==> config.mk <==
export PLATFORM = sky130hd
export DESIGN_NAME = id_hazard_scoreboard
export DESIGN_NICKNAME = d
export VERILOG_FILES = /design/src/rtl/hazard_pkg.sv /design/src/rtl/hazard_fwd_sel.sv /design/src/rtl/id_hazard_scoreboard.sv
export SDC_FILE = /design/constraint.sdc
export NUM_CORES = 1
export LEC_CHECK = 0
export CAP_MARGIN = 15
export CELL_PAD_IN_SITES_DETAIL_PLACEMENT = 2
export CELL_PAD_IN_SITES_GLOBAL_PLACEMENT = 2
export CORE_UTILIZATION = 32
export CTS_BUF_LIST = sky130_fd_sc_hd__clkbuf_8 sky130_fd_sc_hd__clkbuf_16
export DETAILED_ROUTE_END_ITERATION = 8
export GPL_TIMING_DRIVEN = 1
export PLACE_DENSITY = 0.85
export SKIP_CTS_REPAIR_TIMING = 1
export SYNTH_ARGS = -nofsm -noshare
export SYNTH_HDL_FRONTEND = slang
export SYNTH_SLANG_ARGS = --single-unit
==> constraint.sdc <==
create_clock -name clock -period 3.13 [get_ports clock]
set_input_delay 0.626 -clock clock [delete_from_list [all_inputs] [get_ports clock]]
set_output_delay 0.626 -clock clock [all_outputs]
set_load 0.005 [all_outputs]
==> src/rtl/hazard_pkg.sv <==
// Shared types and constants for the ID-stage hazard scoreboard.
// Latency: n/a (declarations only).
// Backpressure: n/a.
package hazard_pkg;

  localparam int NUM_REGS  = 8;
  localparam int REG_AW    = 3;
  localparam int AGE_W     = 2;
  localparam int ISSUE_AGE = 3;

  // Operand source select driven to the register bank read-port muxes
  typedef enum logic [1:0] {
    FWD_BANK  = 2'b00,
    FWD_EXMEM = 2'b01,
    FWD_MEMWB = 2'b10,
    FWD_WB    = 2'b11
  } fwd_sel_t;

  // Producer position as seen from the instruction sitting in ID
  localparam logic [AGE_W-1:0] AGE_EX  = 2'd3;
  localparam logic [AGE_W-1:0] AGE_MEM = 2'd2;
  localparam logic [AGE_W-1:0] AGE_WB  = 2'd1;

endpackage

==> src/rtl/hazard_fwd_sel.sv <==
// Per-operand decode of producer age/load flag into a forward select and a load-use hazard bit.
// Latency: purely combinational.
// Backpressure: none; the hazard bit feeds the parent's stall.
module hazard_fwd_sel
  import hazard_pkg::*;
(
  input  logic             uses,
  input  logic [AGE_W-1:0] age,
  input  logic             ld,
  output fwd_sel_t         fwd_sel,
  output logic             hazard
);

  // A load still in EX cannot forward yet: flag the hazard and leave the bank selected
  always_comb begin
    fwd_sel = FWD_BANK;
    hazard  = 1'b0;
    if (uses) begin
      case (age)
        AGE_EX: begin
          if (ld) hazard  = 1'b1;
          else    fwd_sel = FWD_EXMEM;
        end
        AGE_MEM: fwd_sel = FWD_MEMWB;
        AGE_WB:  fwd_sel = FWD_WB;
        default: fwd_sel = FWD_BANK;
      endcase
    end
  end

endmodule

==> src/rtl/id_hazard_scoreboard.sv <==
// ID-stage hazard control: per-register age scoreboard, load-use stall, operand forward selects.
// Latency: stall/fwd are combinational from current state; scoreboard updates on the next edge.
// Backpressure: stall freezes PC and IF/ID and bubbles ID/EX for one cycle; optional SCOREBOARD_CHECK_EN adds sb_error.
module id_hazard_scoreboard
  import hazard_pkg::*;
(
  input  logic              clock,
  input  logic              reset_n,
  input  logic              id_valid,
  input  logic [REG_AW-1:0] id_rs,
  input  logic [REG_AW-1:0] id_rt,
  input  logic              id_uses_rs,
  input  logic              id_uses_rt,
  input  logic [REG_AW-1:0] id_dest,
  input  logic              id_writes,
  input  logic              id_is_load,
  input  logic              ex_flush,
  input  logic              wb_regwrite,
  input  logic [REG_AW-1:0] wb_reg,
  output logic              stall,
  output logic              pc_write,
  output logic              if_id_write,
  output logic              id_ex_bubble,
  output logic [1:0]        fwd_a,
  output logic [1:0]        fwd_b,
  output logic [NUM_REGS-1:0] busy_mask,
  output logic [15:0]       stall_count
`ifdef SCOREBOARD_CHECK_EN
  ,
  output logic              sb_error
`endif
);

  logic [AGE_W-1:0]    age [NUM_REGS];
  logic [NUM_REGS-1:0] ld;

  fwd_sel_t sel_a;
  fwd_sel_t sel_b;
  logic     haz_a;
  logic     haz_b;
  logic     issue;

  hazard_fwd_sel u_fwd_rs (
    .uses    (id_uses_rs),
    .age     (age[id_rs]),
    .ld      (ld[id_rs]),
    .fwd_sel (sel_a),
    .hazard  (haz_a)
  );

  hazard_fwd_sel u_fwd_rt (
    .uses    (id_uses_rt),
    .age     (age[id_rt]),
    .ld      (ld[id_rt]),
    .fwd_sel (sel_b),
    .hazard  (haz_b)
  );

  // Flush wins over stall; a stalled or flushed instruction never claims its destination
  always_comb begin
    stall        = id_valid & ~ex_flush & (haz_a | haz_b);
    issue        = id_valid & ~stall & ~ex_flush & id_writes;
    pc_write     = ~stall;
    if_id_write  = ~stall;
    id_ex_bubble = stall | ex_flush;
    fwd_a        = sel_a;
    fwd_b        = sel_b;
  end

  // Busy whenever a write is still in flight
  always_comb begin
    busy_mask = '0;
    for (int r = 0; r < NUM_REGS; r++) begin
      busy_mask[r] = (age[r] != '0);
    end
  end

  // Ages count down one stage per cycle; a new issue to the same register replaces the older writer
  always_ff @(posedge clock or negedge reset_n) begin
    if (!reset_n) begin
      for (int r = 0; r < NUM_REGS; r++) begin
        age[r] <= '0;
      end
      ld <= '0;
    end else begin
      for (int r = 0; r < NUM_REGS; r++) begin
        if (issue && (id_dest == REG_AW'(r))) begin
          age[r] <= AGE_W'(ISSUE_AGE);
          ld[r]  <= id_is_load;
        end else if (age[r] != '0) begin
          age[r] <= age[r] - 1'b1;
        end
      end
    end
  end

  // Saturating count of stall cycles
  always_ff @(posedge clock or negedge reset_n) begin
    if (!reset_n) begin
      stall_count <= '0;
    end else if (stall && (stall_count != 16'hFFFF)) begin
      stall_count <= stall_count + 16'd1;
    end
  end

`ifdef SCOREBOARD_CHECK_EN
  // Sticky flag: a bank write nobody issued, or a write landing on top of a load still in EX
  always_ff @(posedge clock or negedge reset_n) begin
    if (!reset_n) begin
      sb_error <= 1'b0;
    end else if ((wb_regwrite && (age[wb_reg] == '0)) ||
                 (issue && (age[id_dest] == AGE_EX) && ld[id_dest])) begin
      sb_error <= 1'b1;
    end
  end
`else
  // The write-back strobe only matters to the optional checker
  logic unused_wb;
  assign unused_wb = ^{wb_regwrite, wb_reg};
`endif

endmodule

==> results.toml <==
[sta]
rsz0062_at_grt = "no"
fmax_ghz = 0.339
hold_ws_ps = 452
fin_skew_ps = 7.14
relSlewSlack_pct = 38.2
slew_violations = 0
post-route-period-util_pct = 94.3
finalCriticalPeriod_ps = 2950
final-setup-viol-count = 0
hold_violations = 0
tightest_slew_ps = 928
fin_setup_tns_ps = 0

[global_routing]
grt_max_degree = 41
antenna_found_initial = 0
grt.total_usage_pct = 19.6
grt_pass1_wl_um = 12500
overflow = 0
grt_pass1_vias = 2442

[final_layout]
area_growth_pct = 37.2
layout.cells.non_filler = 422
n_antenna_cell = 0
nets = 351
layout_commonest_cell = "dfrtp_1"
regArea_um2 = 1000
multiInputGateArea_um2 = 1410
final_cell_mix = "dfrtp_1 (40), clkdlybuf4s50_1 (33), buf_4 (31)"
drive_above_1_share_pct = 26.9
final_core_util_pct = 45.2
fillers = 809

[logic_synthesis]
synth-compound-area-share_pct = 5.09
synthFlopType = "dfrtp_1"
synth-xor-area-share_pct = 7.95
synth_top_family_by_area = "simple AND/OR/NAND/NOR gates"
synth_nets = 271
ys_types = 37
synthAdderAreaFrac_pct = 5.43
syn-cell-area_um2 = 2530
synthSimpleGateAreaFrac_pct = 18.3
yosys-mux-area-fraction_pct = 18.1
avgSynthCellArea_um2 = 10.6
yosysWarningCount = 0
postSynthCellCount = 239
ys_seq_area_share_pct = 39.5
ys_async_sr_fraction_pct = 100
ys_seq_elements = 40
synth-edff-count = 0

[cts]
clockBufferDepth = 2
clkTransAtPathRegs_ps = 80
cts_root_buffer = "clkbuf_8"
cts-buffers-inserted = 5
cts_tree = "done"
numClockSinks = 40
htree_levels = 2
insertion_delay_ps = 300

[placement]
numPlacedInstances = 412
io_buffers = 48
gp_congestion = 0.750
dp_hpwl_um = 6060

[worst_setup_path]
cp_slowest_cell = "mux4_1"
ff2ff_setup_slack_ps = 450
slowest_delay_ps = 570
crit_required_ps = 2500
path_class = "primary input to primary output"
crit_path_start_kind = "primary input"
critPathTopFamily = "multiplexers"
path_max_fanout = 4
critPathBufInv = 3
end_kind = "primary output"
cp_cell_sequence = "buf_4 -> buf_6 -> mux4_1 -> nand2_1 -> o21ai_2 -> ha_2 -> nand2_2 -> o22ai_4 -> a21o_2 -> dlymetal6s2s_1"
cp.arrival_ps = 2330

[run]
maxCapViolations = 0

[floorplan]
core_um2 = 7690
die_height_um = 91.0
start_util_pct = 32.9
die-area_um2 = 8270
fp.dieW_um = 91.0
row_count = 32
io_pins = 53

[detailed_routing]
routed_wirelength_um = 7930
vias_per_cell = 5.11
vias = 2155
drc = 0
dr.pass1.iters = 4
ant_nets = 0
wl_per_cell_um = 18.8
dr.first_iter.drc_count = 34

[worst_hold_path]
hp-class = "primary input to async pin"

[power]
total_power_mw = 2.40
ir_drop_mv = 0.305
leakagePower_nw = 1.72
power.density_nw_per_um2 = 691

[outcome]
outcome = "complete, no violations"
-- worst reg2reg max path, stage by stage (launching register included) --
cell and delay [ps]:
dfrtp_1 450, mux4_1 560, nand2_1 120, o21ai_2 70, ha_2 200, nand2_2 80, o22ai_4 100, buf_4 170
or4b_4 510, mux2_4 310
-- Yosys cell counts (2+ instances only) --
library cell / instances / share of area (%)
nand3_1: 8 / 1.6
a2bb2oi_1: 2 / 0.69
inv_1: 26 / 3.9
mux2i_1: 6 / 2.4
nor2b_1: 5 / 1.2
and2_1: 3 / 0.74
buf_2: 2 / 0.40
nand4_1: 10 / 2.5
o211ai_1: 3 / 0.89
nor2_1: 6 / 0.89
nand2_1: 35 / 5.2
or4b_4: 2 / 1.1
ha_1: 11 / 5.4
xnor2_1: 14 / 4.8
and3_1: 6 / 1.5
o21ai_0: 4 / 0.79
a21boi_0: 2 / 0.59
mux2_4: 6 / 3.6
or3_1: 4 / 0.99
mux4_2: 4 / 3.6
nand2_2: 2 / 0.49
nand2b_1: 2 / 0.49
buf_6: 2 / 0.89
mux4_1: 4 / 4.2
mux2_2: 10 / 4.4
xor2_1: 9 / 3.1
or4_4: 2 / 0.89
dfrtp_1: 40 / 40
-- sequential cells by signal, summed over array words and instances (netlist names) --
register and cells:
ld 8, age 16, stall_count 16
-- layer usage --
layer	track usage [%]	vias up	share of wire (%)
met3	3.18	18	2.7
met1	20.7	1101	38
met5	0	-	0
li1	-	981	-
met2	37.9	55	56
met4	8.33	0	3.2
-- through the flow --
stage	setup WS (ps)	cell area, µm²
2_1_floorplan	183	2530
3_3_place_gp	-639	3310
3_5_place_dp	-749	3310
4_1_cts	-756	3410
5_1_grt	123	3470
6_report	179	3470
-- final cells by class --
type / count / share of cell area, %
clock buffers: 6 / 2.38
clock inverters: 2 / 0.396
inverters: 26 / 2.81
multi-input cells: 167 / 40.6
flip-flops and latches: 40 / 28.8
well taps: 102 / 3.67
repair buffers: 79 / 21.3
-- path summary, 6_finish.rpt --
check | start | endpoint | cells past startpoint
setup / recovery | id_rt[0] | id_ex_bubble | 10
min in group clock | stall_count[14]$_DFFE_PN0P_ | stall_count[14]$_DFFE_PN0P_ | 1
hold reg to reg | stall_count[14]$_DFFE_PN0P_ | stall_count[14]$_DFFE_PN0P_ | 1
hold / removal | reset_n | age[14]$_DFFE_PN0P_ | 1
setup reg to reg | age[4]$_DFFE_PN0P_ | ld[1]$_DFFE_PN0P_ | 9
max in group asynchronous | reset_n | ld[5]$_DFFE_PN0P_ | 1
-- where the power goes --
group | internal [mW] | leakage, nW | switching, mW
registers | 0.670 | 0.511 | 0.146
logic | 0.657 | 1.15 | 0.548
clock network | 0.181 | 0.0516 | 0.201
-- logic make-up after synthesis --
kind of cell / Yosys count
XOR/XNOR: 23
AND/OR/NAND/NOR: 87
adder cells (fa/ha/maj): 11
multiplexers: 30
flip-flops: 40
AO/OA/AOI/OAI: 16
buffers and inverters: 32
No activity file was read; power rests on OpenSTA's default activity.
